### src/rtl/char_mem_pkg.sv
// char_mem_pkg: shared FSM state type and default video phase slots for char_mem_arbiter
package char_mem_pkg;
    typedef enum logic [1:0] {IDLE, PEND, DATA} state_t;
    localparam logic [2:0] CHAR_PHASE_DEF = 3'd0;
    localparam logic [2:0] FONT_PHASE_DEF = 3'd1;
endpackage

### src/rtl/char_mem_arbiter.sv
// char_mem_arbiter: shares one single-port character/font BRAM between video fetches and a CPU port
// Ports: clk, reset (sync, active high); phase/video_active/char_addr/font_addr from the video side;
// cpu_addr/cpu_rstrb/cpu_wstrb/cpu_wdata in, cpu_rbusy/cpu_wbusy/cpu_rdata out for the CPU;
// mem_addr/mem_we/mem_wdata out and mem_rdata in (1-cycle read latency) toward the BRAM.
// Optional: define CHAR_ARB_BLANK_BURST_EN to let the CPU use the video slots while video_active is low.
module char_mem_arbiter
    import char_mem_pkg::*;
#(
    parameter int         ADDR_W     = 13,
    parameter logic [2:0] CHAR_PHASE = CHAR_PHASE_DEF,
    parameter logic [2:0] FONT_PHASE = FONT_PHASE_DEF
) (
    input  logic              clk,
    input  logic              reset,
    input  logic [2:0]        phase,
    input  logic              video_active,
    input  logic [ADDR_W-1:0] char_addr,
    input  logic [ADDR_W-1:0] font_addr,
    input  logic [ADDR_W-1:0] cpu_addr,
    input  logic              cpu_rstrb,
    input  logic              cpu_wstrb,
    input  logic [7:0]        cpu_wdata,
    output logic              cpu_rbusy,
    output logic              cpu_wbusy,
    output logic [31:0]       cpu_rdata,
    output logic [ADDR_W-1:0] mem_addr,
    output logic              mem_we,
    output logic [7:0]        mem_wdata,
    input  logic [7:0]        mem_rdata
);
    state_t            state, state_nxt;
    logic [ADDR_W-1:0] lat_addr;
    logic [7:0]        lat_wdata, rdata_q;
    logic              lat_write, video_slot, reserved, grant, strobe;

    assign video_slot = (phase == CHAR_PHASE) || (phase == FONT_PHASE);
`ifdef CHAR_ARB_BLANK_BURST_EN
    assign reserved = video_slot && video_active;
`else
    logic unused_video_active;
    assign unused_video_active = video_active;
    assign reserved = video_slot;
`endif
    assign strobe = cpu_rstrb || cpu_wstrb;
    assign grant  = (state == PEND) && !reserved;
    // a grant can only land on a video slot when that slot is released, so it takes the bus first
    assign mem_addr  = grant ? lat_addr : (phase == CHAR_PHASE) ? char_addr : font_addr;
    assign mem_we    = grant && lat_write && !reset;
    assign mem_wdata = lat_wdata;
    assign cpu_rdata = {4{rdata_q}};

    always_comb begin
        state_nxt = state;
        state_nxt = (state == IDLE) ? (strobe ? PEND : IDLE) :
                    (state == PEND) ? (grant ? (lat_write ? IDLE : DATA) : PEND) : IDLE;
    end

    always_ff @(posedge clk) begin
        if (reset) begin
            state     <= IDLE;
            lat_addr  <= '0;
            lat_wdata <= '0;
            lat_write <= 1'b0;
            rdata_q   <= '0;
            cpu_rbusy <= 1'b0;
            cpu_wbusy <= 1'b0;
        end else begin
            state <= state_nxt;
            // strobes are only taken in IDLE; a write wins over a simultaneous read
            if (state == IDLE && strobe) begin
                lat_addr  <= cpu_addr;
                lat_wdata <= cpu_wdata;
                lat_write <= cpu_wstrb;
                cpu_wbusy <= cpu_wstrb;
                cpu_rbusy <= !cpu_wstrb;
            end
            if (grant && lat_write) cpu_wbusy <= 1'b0;
            if (state == DATA) begin
                rdata_q   <= mem_rdata;
                cpu_rbusy <= 1'b0;
            end
        end
    end
endmodule

### config.mk
export PLATFORM = sky130hd
export DESIGN_NAME = char_mem_arbiter
export DESIGN_NICKNAME = d
export VERILOG_FILES = /design/src/rtl/char_mem_pkg.sv /design/src/rtl/char_mem_arbiter.sv
export SDC_FILE = /design/constraint.sdc
export NUM_CORES = 1
export LEC_CHECK = 0
export CAP_MARGIN = 5
export CORE_AREA = 2 2 53 105
export DETAILED_ROUTE_END_ITERATION = 6
export DIE_AREA = 0 0 55 107
export GPL_TIMING_DRIVEN = 0
export PLACE_DENSITY = 0.8
export REMOVE_ABC_BUFFERS = 1
export SYNTH_ARGS = -nofsm -noshare
export SYNTH_HDL_FRONTEND = slang
export SYNTH_SLANG_ARGS = --single-unit
### constraint.sdc
create_clock -name clk -period 2.19 [get_ports clk]
set_clock_uncertainty 0.15 [all_clocks]
set_input_delay 0.3285 -clock clk [delete_from_list [all_inputs] [get_ports clk]]
set_output_delay 0.3285 -clock clk [all_outputs]
set_load 0.05 [all_outputs]
==> flow_metrics.env, run 1 <==
export IMPL_fin_nets=357
export IMPL_place_ws_ns=-1.27
export IMPL_routabilityCongestion=0.755
export IMPL_coreArea_mm2=0.00509
export IMPL_grt_max_degree=36
export IMPL_cts_max_level=2
export IMPL_cts_tree="yes"
export IMPL_layout_commonest_cell="clkdlybuf4s50_1"
export IMPL_cp_max_fo=8
export IMPL_fp_dieH_um=107
export IMPL_slew_violations=0
export IMPL_clkLatencyLatePin_ns=0.27
export IMPL_yosys_area_top_type="dfxtp_1"
export IMPL_synth_area_top_cells="dfxtp_1, buf_4, a21oi_1"
export IMPL_dr_pass1_iters=4
export IMPL_vdd_drop_max_mv=0.481
export IMPL_r2r_end="rdata_q[6]"
export IMPL_setup_ws_ns=0.0576
export IMPL_ff2ff_setup_slack_ns=0.34
export IMPL_max_freq_mhz=469
export IMPL_cts_made_buffers=5
export IMPL_relSlewSlack=0.364
export IMPL_r2r_start="state[1]"
export IMPL_area_growth_syn_to_layout_pct=67.0
export IMPL_die_w_um=55
export IMPL_vias=1778
export IMPL_antenna_left=0
export IMPL_drt_iter0_markers=54
export IMPL_syn_avg_cell_area_um2=8.50
export IMPL_worst_r2r_cell_count=3
export IMPL_finalSetupTns_ns=0
export IMPL_synth_simple_gate_area_frac=0.193
export IMPL_clk_path_buf_depth=2
export IMPL_p_per_area_mw_per_mm2=647
export IMPL_synth_top_cell_area_share=0.391
export IMPL_synthCells=205
export IMPL_dp_cells=339
export IMPL_num_antenna_cells=0
export IMPL_start_kind="input port"
export IMPL_fin_crit_ns=2.13
export IMPL_ys_ff_latch=34
export IMPL_worstSetupStartpoint="phase[1]"
export IMPL_initial_core_util=0.342
export IMPL_muxShareOfSynthArea=0.0460
export IMPL_arrival_ns=1.65
export IMPL_path_clk_slew_ns=0.07
export IMPL_synth_adder_area_share=0
export IMPL_cp_end_kind="output pin"
export IMPL_cts_sinks=34
export IMPL_hpwlAfterDp_mm=3.60
export IMPL_drc_errors=0
export IMPL_syn_area_mm2=0.00174
export IMPL_routedWlPerCell_um=14.8
export IMPL_grt_pass1_vias=1777
export IMPL_tightest_slew_ns=0.953
export IMPL_antenna_found_initial=0
export IMPL_crit_path_end="mem_addr[3]"
export IMPL_finalHoldViolCount=0
export IMPL_portBuffers=117
export IMPL_period_share=0.974
export IMPL_die_area_mm2=0.00589
export IMPL_overflow=0
export IMPL_cts_hold_repair_buffers=0
export IMPL_root_buffer="clkbuf_8"
export IMPL_stdcell_count=353
export IMPL_setup_viol=0
export IMPL_grt_pass1_wl_mm=7.64
export IMPL_criticalPathCategory="input port to output pin"
export IMPL_synth_cell_types=27
export IMPL_cap_violations=0
export IMPL_track_usage=0.173
export IMPL_yosysWarnings=0
export IMPL_fp_row_count=37
export IMPL_cellLeakagePower_nw=1.10
export IMPL_synth_compound_gate_area_share=0.218
export IMPL_io_pins=119
export IMPL_required_ns=1.71
export IMPL_ys_seq_area_frac=0.391
export IMPL_fillers=476
export IMPL_final_cell_mix="clkdlybuf4s50_1, dfxtp_1, a21oi_1"
export IMPL_viasPerCell=5.04
export IMPL_synth_xor_area_share=0
export IMPL_outcome="completed"
export IMPL_drive_gt1_frac=0.153
export IMPL_wirelength_mm=5.21
export IMPL_synth_top_family_by_area="compound AO/OA/AOI/OAI gates"
export IMPL_hold_path_class="flop to flop"
export IMPL_rsz0062_at_grt="false"
## report_power, final
| part | internal [W] | leakage, nW | switching [W] |
|---|---|---|---|
| combinational | 0.000281 | 0.766 | 0.000382 |
| clock | 0.000317 | 0.0575 | 0.000209 |
| sequential | 0.000664 | 0.279 | 0.0000284 |
## final cells by class
class	instances	area (um2)	share of cell area
Timing Repair Buffer	122	1210	0.417
Multi-Input combinational cell	131	832	0.286
Sequential cell	34	682	0.235
Clock buffer	8	110	0.0379
Tap cell	58	72.6	0.0250
## critical path: stages
cell           delay (ns)
dlygate4sd2_1        0.27
or2_4                0.29
and2_4               0.20
a221o_2              0.40
buf_6                0.16
## registers in the layout, summed over array words and instances, names as in the netlist
register and cells:
lat_addr 13, cpu_wbusy 1, lat_write 1, state 2, rdata_q 8, cpu_rbusy 1
mem_wdata 8
## cells by family after synthesis
family	after synthesis
compound gates	60
buf+inv	41
flops	34
mux	8
simple gates	62
## metrics by stage
step | total power [W] | area, um2 | util | hold slack [ns]
finish | 0.00188 | 2910 | 0.571 | 0.326
global route | 0.00198 | 2910 | 0.571 | 0.347
CTS | 0.00189 | 2870 | 0.563 | 0.327
detailed placement | 0.00135 | 2720 | 0.535 | 0.317
global placement | 0.00134 | 2720 | 0.534 | 0.310
floorplan | 0.00107 | 1480 | - | 0.248
## repair_timing
| item | in CTS | in global routing |
|---|---|---|
| setup buffers | 3 | 0 |
| setup endpoints to repair | 14 | 14 |
| cloned | 0 | 1 |
| gates resized for setup | 99 | 5 |
| pin swaps | 3 | 0 |
## synth_stat cells
cell type and n:
or2_2 1, o22ai_1 1, nand2_1 3, a221oi_1 1
a221o_2 6, nand3_1 21, buf_6 1, dfxtp_1 34
nor2_1 14, nor2b_2 1, buf_2 2, buf_4 24
a221o_1 7, and2_1 13, or2_0 2, a22oi_1 1
mux2i_1 8, o21ai_0 21, a21oi_1 23, and2_4 1
buf_8 1, nor2b_1 2, nor3b_1 1, nor3_2 1
and3b_2 1, or3b_2 1, clkbuf_1 13
## how the worst min path moves through the flow
| stage | endpoint | depth (start not counted) | slack, ns | from |
|---|---|---|---|---|
| 6_report | mem_wdata[5] | 2 | 0.33 | mem_wdata[5] |
| 5_1_grt | cpu_wbusy | 2 | 0.35 | cpu_wbusy |
| 4_1_cts | mem_wdata[5] | 2 | 0.33 | mem_wdata[5] |
| 3_5_place_dp | mem_wdata[5] | 2 | 0.32 | mem_wdata[5] |
| 3_3_place_gp | mem_wdata[5] | 2 | 0.31 | mem_wdata[5] |
| 2_1_floorplan | lat_addr[0] | 1 | 0.25 | reset |
## metal layers
layer  share of wire  track usage  up-vias
met3           0.080       0.0376        4
met4           0.011       0.0749        0
met1            0.32        0.147      824
met5               0            0        -
met2            0.59        0.342       72
li1                -            -      878
Note: power is estimated with default switching activity, not from simulation.
==> run 2: changes to the inputs <==
--- a/config.mk
+++ b/config.mk
@@ -10,6 +10,7 @@
 export DETAILED_ROUTE_END_ITERATION = 6
 export DIE_AREA = 0 0 55 107
 export GPL_TIMING_DRIVEN = 0
+export HOLD_SLACK_MARGIN = 0.1
 export PLACE_DENSITY = 0.8
 export REMOVE_ABC_BUFFERS = 1
 export SYNTH_ARGS = -nofsm -noshare
==> results of run 2 <==
Same layout as run 1: the final DEF is identical, and so are final timing and power.
